===== src/rtl/snitch_perf_sampler.sv =====
// Performance-counter sampler: sweeps the masked counter registers over the register
// bus and streams timestamped samples out through a small valid/ready FIFO.

package snitch_perf_sampler_pkg;
    typedef struct packed {
        logic [47:0] addr;
        logic        write;
        logic [63:0] wdata;
        logic [7:0]  wstrb;
        logic        valid;
    } reg_req_t;

    typedef struct packed {
        logic [63:0] rdata;
        logic        error;
        logic        ready;
    } reg_rsp_t;
endpackage

module snitch_perf_sampler #(
    parameter int unsigned          AddrWidth     = 48,
    parameter int unsigned          DataWidth     = 64,
    parameter int unsigned          NumCounters   = 16,
    parameter logic [AddrWidth-1:0] CounterBase   = '0,
    parameter int unsigned          CounterStride = 8,
    parameter int unsigned          FifoDepth     = 4,
    parameter type                  reg_req_t     = snitch_perf_sampler_pkg::reg_req_t,
    parameter type                  reg_rsp_t     = snitch_perf_sampler_pkg::reg_rsp_t,
    localparam int unsigned         IdxWidth      = $clog2(NumCounters)
) (
    input  logic                   clk_i,
    input  logic                   rst_i,
    input  logic                   cfg_enable_i,
    input  logic [31:0]            cfg_period_i,
    input  logic [NumCounters-1:0] cfg_mask_i,
    input  logic                   trigger_i,
    output reg_req_t               reg_req_o,
    input  reg_rsp_t               reg_rsp_i,
    output logic                   sample_valid_o,
    input  logic                   sample_ready_i,
    output logic [IdxWidth-1:0]    sample_idx_o,
    output logic [47:0]            sample_data_o,
    output logic [31:0]            sample_ts_o,
    output logic                   sample_err_o,
    output logic                   busy_o,
    output logic [15:0]            overrun_o
);

    typedef enum logic [1:0] {IDLE, SCAN, REQ} state_e;

    localparam int unsigned PtrWidth    = $clog2(FifoDepth);
    localparam int unsigned SampleWidth = IdxWidth + 48 + 32 + 1;

    state_e                 state_reg, state_next;
    logic [31:0]            ts_reg, sweep_ts_reg, timer_reg;
    logic [NumCounters-1:0] pending_reg;
    logic [IdxWidth-1:0]    idx_reg;
    logic [AddrWidth-1:0]   addr_reg;
    logic [15:0]            overrun_reg;

    logic                   timer_on, timer_expire, start, busy;
    logic                   scan_hit;
    logic [IdxWidth-1:0]    scan_idx;
    logic                   latch_sweep, issue_req, req_done;

    logic [DataWidth-1:0]   rdata;
    logic                   unused_rdata_hi;

    logic [SampleWidth-1:0] fifo_mem [FifoDepth];
    logic [PtrWidth-1:0]    wr_ptr_reg, rd_ptr_reg;
    logic [PtrWidth:0]      count_reg;
    logic                   fifo_full, fifo_empty, push, pop;
    logic [SampleWidth-1:0] push_data, head;

    assign rdata           = reg_rsp_i.rdata;
    assign unused_rdata_hi = ^rdata[DataWidth-1:48];

    // Timer expires when it reaches zero, giving one expiry every cfg_period_i cycles.
    assign timer_on     = cfg_enable_i && (cfg_period_i != '0);
    assign timer_expire = timer_on && (timer_reg == '0);
    assign start        = timer_expire || trigger_i;
    assign busy         = (state_reg != IDLE);

    always_ff @(posedge clk_i) begin
        if (rst_i) begin
            ts_reg      <= '0;
            timer_reg   <= cfg_period_i - 32'd1;
            overrun_reg <= '0;
        end else begin
            ts_reg <= ts_reg + 32'd1;
            if (!timer_on || timer_expire) begin
                timer_reg <= cfg_period_i - 32'd1;
            end else begin
                timer_reg <= timer_reg - 32'd1;
            end
            if (timer_expire && busy && (overrun_reg != 16'hFFFF)) begin
                overrun_reg <= overrun_reg + 16'd1;
            end
        end
    end

    // Lowest pending counter wins, so samples leave in ascending index order.
    always_comb begin
        scan_hit = 1'b0;
        scan_idx = '0;
        for (int i = NumCounters - 1; i >= 0; i--) begin
            if (pending_reg[i]) begin
                scan_hit = 1'b1;
                scan_idx = IdxWidth'(i);
            end
        end
    end

    always_ff @(posedge clk_i) begin
        if (rst_i) begin
            state_reg <= IDLE;
        end else begin
            state_reg <= state_next;
        end
    end

    always_comb begin
        state_next  = state_reg;
        latch_sweep = 1'b0;
        issue_req   = 1'b0;
        req_done    = 1'b0;
        case (state_reg)
            IDLE: begin
                if (start) begin
                    latch_sweep = 1'b1;
                    state_next  = SCAN;
                end
            end
            SCAN: begin
                if (!scan_hit) begin
                    state_next = IDLE;
                end else if (!fifo_full) begin
                    issue_req  = 1'b1;
                    state_next = REQ;
                end
            end
            REQ: begin
                if (reg_rsp_i.ready) begin
                    req_done   = 1'b1;
                    state_next = SCAN;
                end
            end
            default: state_next = IDLE;
        endcase
    end

    always_ff @(posedge clk_i) begin
        if (rst_i) begin
            pending_reg  <= '0;
            sweep_ts_reg <= '0;
            idx_reg      <= '0;
            addr_reg     <= '0;
        end else begin
            if (latch_sweep) begin
                pending_reg  <= cfg_mask_i;
                sweep_ts_reg <= ts_reg;
            end else if (req_done) begin
                pending_reg[idx_reg] <= 1'b0;
            end
            if (issue_req) begin
                idx_reg  <= scan_idx;
                addr_reg <= CounterBase + AddrWidth'(scan_idx) * AddrWidth'(CounterStride);
            end
        end
    end

    // Read-only initiator: write, wdata and wstrb stay tied to zero.
    always_comb begin
        reg_req_o       = '0;
        reg_req_o.addr  = addr_reg;
        reg_req_o.valid = (state_reg == REQ);
    end

    assign fifo_full  = (count_reg == (PtrWidth + 1)'(FifoDepth));
    assign fifo_empty = (count_reg == '0);
    assign push       = req_done;
    assign pop        = !fifo_empty && sample_ready_i;
    assign push_data  = {idx_reg, (reg_rsp_i.error ? 48'h0 : rdata[47:0]),
                         sweep_ts_reg, reg_rsp_i.error};

    always_ff @(posedge clk_i) begin
        if (push) begin
            fifo_mem[wr_ptr_reg] <= push_data;
        end
    end

    always_ff @(posedge clk_i) begin
        if (rst_i) begin
            wr_ptr_reg <= '0;
            rd_ptr_reg <= '0;
            count_reg  <= '0;
        end else begin
            if (push) begin
                wr_ptr_reg <= wr_ptr_reg + 1'b1;
            end
            if (pop) begin
                rd_ptr_reg <= rd_ptr_reg + 1'b1;
            end
            if (push && !pop) begin
                count_reg <= count_reg + 1'b1;
            end else if (pop && !push) begin
                count_reg <= count_reg - 1'b1;
            end
        end
    end

    // Fields read as zero whenever no sample is offered.
    assign head           = fifo_empty ? '0 : fifo_mem[rd_ptr_reg];
    assign sample_valid_o = !fifo_empty;
    assign {sample_idx_o, sample_data_o, sample_ts_o, sample_err_o} = head;
    assign busy_o         = busy;
    assign overrun_o      = overrun_reg;

endmodule


===== config.mk =====
export PLATFORM = sky130hd
export DESIGN_NAME = snitch_perf_sampler
export DESIGN_NICKNAME = d
export VERILOG_FILES = /design/src/rtl/snitch_perf_sampler.sv
export SDC_FILE = /design/constraint.sdc
export NUM_CORES = 1
export LEC_CHECK = 0
export CAP_MARGIN = 20
export CORE_MARGIN = 1
export CORE_UTILIZATION = 50
export DETAILED_ROUTE_END_ITERATION = 10
export HOLD_SLACK_MARGIN = 0.03
export PLACE_DENSITY = 0.87
export SLEW_MARGIN = 30
export SYNTH_ARGS = -nofsm -noshare
export SYNTH_HDL_FRONTEND = slang
export SYNTH_SLANG_ARGS = --single-unit

===== constraint.sdc =====
create_clock -name clk_i -period 9.9 [get_ports clk_i]
set_input_delay 1.485 -clock clk_i [delete_from_list [all_inputs] [get_ports clk_i]]
set_output_delay 1.485 -clock clk_i [all_outputs]
set_load 0.05 [all_outputs]

==> flow_metrics.env, run 1 <==
export IMPL_synth_most_common_cell="edfxtp_1"
export IMPL_status="finished clean"
export IMPL_power_density_nw_per_um2=252
export IMPL_leakage_nw=8.31
export IMPL_drt_antenna_violating_nets=0
export IMPL_largest_reg_flops=340
export IMPL_peakVddDrop_mv=0.160
export IMPL_synth_top_cell_by_area="edfxtp_1"
export IMPL_hold_violations=0
export IMPL_pin_count=344
export IMPL_synth_seq_cells=483
export IMPL_hold_class="flip-flop to flip-flop"
export IMPL_rsz0062_at_grt="false"
export IMPL_critPathBufInv=3
export IMPL_slew_violations=0
export IMPL_worstMarginPinSlew_ps=1000
export IMPL_power_frac_seq_pct=36.4
export IMPL_dr_first_iter_drc_count=1058
export IMPL_period_share_pct=53.4
export IMPL_hold_slack_ps=449
export IMPL_p_clk_share_pct=29.5
export IMPL_rows=74
export IMPL_reg2regPathDepth=6
export IMPL_core_region_area_um2=41200
export IMPL_die_width_um=207
export IMPL_clockRootBuffer="clkbuf_16"
export IMPL_grt_max_degree=79
export IMPL_wl_per_cell_um=19.9
export IMPL_dp_hpwl_mm=27.5
export IMPL_port_buffers=210
export IMPL_synth_area_um2=21000
export IMPL_cts_setup_buffers=0
export IMPL_worst_setup_path_type="flip-flop to output pin"
export IMPL_setup_viol_count_final=0
export IMPL_async_reset_ff_share_pct=0
export IMPL_ys_flop_type="edfxtp_1"
export IMPL_avgSynthCellArea_um2=13.5
export IMPL_syn_inst=1563
export IMPL_largest_register="fifo_mem"
export IMPL_h_tree_depth=2
export IMPL_grt_pass1_wl_mm=72.9
export IMPL_multi_input_area_um2=7160
export IMPL_synth_common_cells="edfxtp_1, dfxtp_1, nand2_1"
export IMPL_yosysUniqueCellTypes=55
export IMPL_vias_per_cell=5.58
export IMPL_gp_congestion=0.824
export IMPL_fin_nets=1891
export IMPL_critPathMaxStageDelay_ps=730
export IMPL_grt_pass1_vias=13238
export IMPL_firstDrtPassIters=6
export IMPL_overflow=0
export IMPL_critPathRequiredTime_ps=8420
export IMPL_nFillCells=2942
export IMPL_hold_buffers=0
export IMPL_grt_util_all_layers_pct=21.6
export IMPL_regArea_um2=13100
export IMPL_clock_skew_ps=31.3
export IMPL_cp_start_kind="flip-flop"
export IMPL_arrival_ps=3800
export IMPL_min_period_ps=5290
export IMPL_cts_sinks=483
export IMPL_via_count=13032
export IMPL_max_cap_viol_count=0
export IMPL_yosysSeqAreaShare_pct=62.1
export IMPL_min_path_cells=2
export IMPL_dieArea_um2=42900
export IMPL_ctsResizeCount=0
export IMPL_clock_latency_ps=610
export IMPL_drive_gt1_share_pct=11.3
export IMPL_synth_edf_count=340
export IMPL_cpLargestDelayFamily="buffers and inverters"
export IMPL_yosysWarnings=0
export IMPL_maxSlewHeadroom_pct=33.3
export IMPL_cts_buffers=51
export IMPL_fmax_mhz=189
export IMPL_cp_depth=5
export IMPL_antenna_found_initial=1
export IMPL_tns_ps=0
export IMPL_path_cells="buf_12, buf_4, mux4_2, and2_1, clkdlybuf4s50_1"
export IMPL_final_cells=2335
export IMPL_p_sw_w=0.00227
export IMPL_clk_pin_slew_ps=60
export IMPL_fp_dieH_um=207
export IMPL_critPathCaptureType="output pin"
export IMPL_cts_buffer_depth=3
export IMPL_tritoncts="yes"
export IMPL_yosysTopAreaCellShare_pct=48.5
export IMPL_dp_cells=2239
export IMPL_start_util_pct=51.1
export IMPL_diodes=0
export IMPL_cp_max_fo=43
export IMPL_combPwrFrac_pct=34.1
export IMPL_swShare_pct=36.3
export IMPL_area_growth_pct=18.0
export IMPL_synthTopCellsByArea="edfxtp_1, dfxtp_1, mux4_2, buf_4, and2_1"
export IMPL_wirelength_mm=46.4
export IMPL_cell_internal_pwr_w=0.00399
export IMPL_drc=0
export IMPL_slowest_stage="clkdlybuf4s50_1"
[logic make-up after synthesis]
group | Yosys count | synth area share (%)
and+or+nand+nor | 500 | 12.7
DFF | 483 | 62.1
buffers and inverters | 211 | 6.05
AOI/OAI and AO/OA | 153 | 4.11
muxes | 120 | 10.8
xor gates and xnor gates | 84 | 3.50
adders and majority gates | 11 | 0.690
other | 1 | 0.0178
[layout make-up]
class / count / share of cell area [%]
sequential: 483 / 52.7
tap: 532 / 2.68
clock buffer: 71 / 5.73
clock inverter: 24 / 0.877
timing repair buffer: 222 / 8.89
inverter: 18 / 0.272
multi-input combinational: 985 / 28.9
[per-stage QoR]
| stage | setup WS, ps | utilization [%] | total power [W] | area (um2) |
|---|---|---|---|---|
| finish | 4610 | 60.2 | 0.00626 | 24800 |
| detailed placement | 4870 | 56.2 | 0.00444 | 23200 |
| CTS | 4310 | 60.2 | 0.00630 | 24800 |
| floorplan | 5790 | - | 0.00381 | 21500 |
| global placement | 4950 | 56.2 | 0.00441 | 23100 |
| global route | 4350 | 60.2 | 0.00646 | 24800 |
[worst register-to-register path, stage by stage, from the launching register on]
cell,delay [ps]
dfxtp_1,360
or4_4,550
or4_4,500
nor4_1,430
nand4bb_1,640
nor4_1,460
mux2_2,380
[routing by layer]
metal  wire, um  GRT usage [%]  vias to the layer above
li1           -              -                     5887
met2      23600           37.8                      576
met3       3770           4.50                       88
met4        978           6.69                        2
met1      18100           26.8                     6479
met5         13              0                        -
[power groups by stage]
stage	combinational [W]	clock, W	sequential (W)
floorplan	0.00154	0	0.00228
CTS	0.00211	0.00188	0.00231
finish	0.00213	0.00185	0.00227
global placement	0.00207	0	0.00234
detailed placement	0.00209	0	0.00235
global route	0.00222	0.00196	0.00228
[path summary, 6_finish.rpt]
kind | start | endpoint | slack, ps
worst max register to register | timer_reg[18] | overrun_o[12] | 6470
worst min-delay path | ts_reg[1] | sweep_ts_reg[1] | 450
worst min register to register | ts_reg[1] | sweep_ts_reg[1] | 450
worst max-delay path | flip-flop | sample_data_o[29] | 4610
[placed cells by master (no fill, tap or decap), drive strengths merged, types with 11 or more instances in the layout]
| cell type | synthesis | layout |
|---|---|---|
| or4 | 20 | 20 |
| edfxtp | 340 | 340 |
| conb | 1 | 117 |
| o31ai | 11 | 11 |
| clkbuf | 49 | 71 |
| clkinv | 0 | 19 |
| nor2b | 55 | 55 |
| buf | 144 | 14 |
| mux2i | 33 | 33 |
| xnor2 | 47 | 47 |
| and2 | 88 | 88 |
| nor3 | 22 | 22 |
| mux4 | 85 | 85 |
| nand2 | 129 | 129 |
| o21ai | 33 | 33 |
| or3 | 24 | 24 |
| dfxtp | 143 | 143 |
| clkdlybuf4s50 | 0 | 208 |
| nor2 | 70 | 70 |
| nand4 | 16 | 16 |
| xor2 | 37 | 37 |
| nor4 | 25 | 25 |
| nand3 | 15 | 15 |
| inv | 18 | 21 |
| a21oi | 90 | 90 |
Note: power is estimated with default switching activity, not from simulation.
==> inputs of run 2 (changes only) <==
--- a/config.mk
+++ b/config.mk
@@ -7,10 +7,10 @@
 export LEC_CHECK = 0
 export CAP_MARGIN = 20
 export CORE_MARGIN = 1
-export CORE_UTILIZATION = 50
+export CORE_UTILIZATION = 49
 export DETAILED_ROUTE_END_ITERATION = 10
 export HOLD_SLACK_MARGIN = 0.03
-export PLACE_DENSITY = 0.87
+export PLACE_DENSITY = 0.89
 export SLEW_MARGIN = 30
 export SYNTH_ARGS = -nofsm -noshare
 export SYNTH_HDL_FRONTEND = slang
==> constraint.sdc (replaced) <==
create_clock -name clk_i -period 4.7 [get_ports clk_i]
set_input_delay 0.705 -clock clk_i [delete_from_list [all_inputs] [get_ports clk_i]]
set_output_delay 0.705 -clock clk_i [all_outputs]
set_load 0.05 [all_outputs]
==> run 2 against run 1 <==
Compared with the run above: worst hold slack got worse by 6.6 ps; sequential power rose by 110%; utilization fell by 0.93 points; register-to-register slack got worse by 5400 ps; highest routed layer unchanged; die area rose by 2.0%; combinational power rose by 110%; critical path depth fell by 1; via count rose by 1.1%; routed wire length rose by 3.9%.
==> flow_metrics.env, run 2 (synthesis results as in run 1) <==
export IMPL_status="finished clean"
export IMPL_cts_buffers=49
export IMPL_area_growth_pct=18.8
export IMPL_drc=0
export IMPL_dieArea_um2=43800
export IMPL_period_share_pct=85.5
export IMPL_max_cap_viol_count=0
export IMPL_post_place_ws_ps=604
export IMPL_fin_nets=1897
export IMPL_endpoint="sample_data_o[9]"
export IMPL_min_period_ps=4020
export IMPL_critPathRequiredTime_ps=3990
export IMPL_fmax_mhz=249
export IMPL_ctsResizeCount=0
export IMPL_final_cell_area_um2=25000
export IMPL_min_delay_start="rst_i"
export IMPL_dp_hpwl_mm=28.8
export IMPL_clock_skew_ps=25.4
export IMPL_pin_count=344
export IMPL_cp_max_fo=29
export IMPL_place_area_um2=23300
export IMPL_gp_congestion=0.847
export IMPL_setup_viol_count_final=0
export IMPL_arrival_ps=3310
export IMPL_leakage_nw=8.39
export IMPL_hold_buffers=0
export IMPL_clock_latency_ps=590
export IMPL_via_count=13172
export IMPL_final_cell_mix="edfxtp_1, clkdlybuf4s50_1, dfxtp_1, nand2_1, conb_1"
export IMPL_critPathCaptureType="output pin"
export IMPL_antenna_found_initial=7
export IMPL_largest_reg_flops=340
export IMPL_setup_ws_ps=683
export IMPL_hold_class="input port to flip-flop"
export IMPL_grt_max_degree=98
export IMPL_reg2regPathDepth=6
export IMPL_core_region_area_um2=42100
export IMPL_wl_per_cell_um=20.5
export IMPL_cts_sinks=483
export IMPL_maxSlewHeadroom_pct=43.6
export IMPL_clockRootBuffer="clkbuf_16"
export IMPL_wirelength_mm=48.2
export IMPL_vias_per_cell=5.61
export IMPL_ff2ff_setup_slack_ps=1100
export IMPL_rsz0062_at_grt="false"
export IMPL_start_util_pct=49.9
export IMPL_overflow=0
export IMPL_largest_register="fifo_mem"
export IMPL_firstDrtPassIters=5
export IMPL_h_tree_depth=2
export IMPL_drt_antenna_violating_nets=0
export IMPL_regArea_um2=13100
export IMPL_hold_violations=0
export IMPL_final_cells=2347
export IMPL_dr_first_iter_drc_count=919
export IMPL_power_density_nw_per_um2=540
export IMPL_grt_pass1_wl_mm=73.4
export IMPL_r2r_start="timer_reg[19]"
export IMPL_min_path_cells=2
export IMPL_multi_input_area_um2=7180
export IMPL_grt_util_all_layers_pct=21.6
export IMPL_nFillCells=3008
export IMPL_drive_gt1_share_pct=11.7
export IMPL_cts_buffer_depth=3
export IMPL_slew_violations=0
export IMPL_layout_commonest_cell="edfxtp_1"
export IMPL_worstMarginPinSlew_ps=846
export IMPL_die_width_um=209
export IMPL_rows=75
export IMPL_tritoncts="yes"
export IMPL_tns_ps=0
export IMPL_cts_setup_buffers=0
export IMPL_totalPowerFinal_w=0.0135
export IMPL_grt_pass1_vias=13251
export IMPL_peakVddDrop_mv=0.337
export IMPL_worst_setup_path_type="flip-flop to output pin"
export IMPL_fp_dieH_um=209
export IMPL_r2r_end="overrun_o[5]"
export IMPL_dp_cells=2255
export IMPL_port_buffers=210
export IMPL_clk_pin_slew_ps=60
export IMPL_cp_start_kind="flip-flop"
-- run 2: changes by cell type in the layout (fill, tap and decap cells not counted), sizes merged --
cell    before  now
buf         14   22
bufinv       1    8
clkbuf      71   66
clkinv      19   11
diode        0    2
inv         21   22
-- run 2: layout make-up --
type	count	area share, %
Antenna cell	2	0.0200
Clock buffer	66	5.51
Clock inverter	24	1.40
Inverter	18	0.270
Multi-Input combinational cell	985	28.7
Sequential cell	483	52.3
Tap cell	539	2.70
Timing Repair Buffer	230	9.06
-- run 2: worst min-delay path by stage --
stage | to
after detailed placement | ts_reg[0]
after CTS | overrun_o[13]
after global placement | ts_reg[0]
after global routing | overrun_o[14]
after floorplan | ts_reg[0]
final | overrun_o[13]
-- run 2: per-stage QoR --
step / hold WS [ps] / utilization (%)
after floorplan: 426 / -
after global placement: 445 / 55.2
after detailed placement: 454 / 55.2
after CTS: 401 / 59.3
after global routing: 425 / 59.3
final: 442 / 59.3
-- run 2: power by group --
group,leakage (nW),internal (W),switching (W),total (W)
sequential,4.43,0.00465,0.000177,0.00482
clock,0.850,0.00250,0.00164,0.00414
combinational,3.11,0.00157,0.00295,0.00452
total,8.39,0.00872,0.00477,0.0135
-- run 2: worst max-delay path: stages (launching register included) --
cell and delay, ps:
dfxtp_4 790, buf_4 420, mux4_2 560, and2_1 200, clkdlybuf4s50_1 730
-- run 2: per-layer routing --
metal	wire, um	GRT usage (%)	up-vias	share of wire, %
li1	-	-	5898	-
met1	18300	26.0	6558	38
met2	24600	38.1	612	51
met3	4060	5.85	94	8.4
met4	1070	5.93	10	2.2
met5	61	0	-	0.13
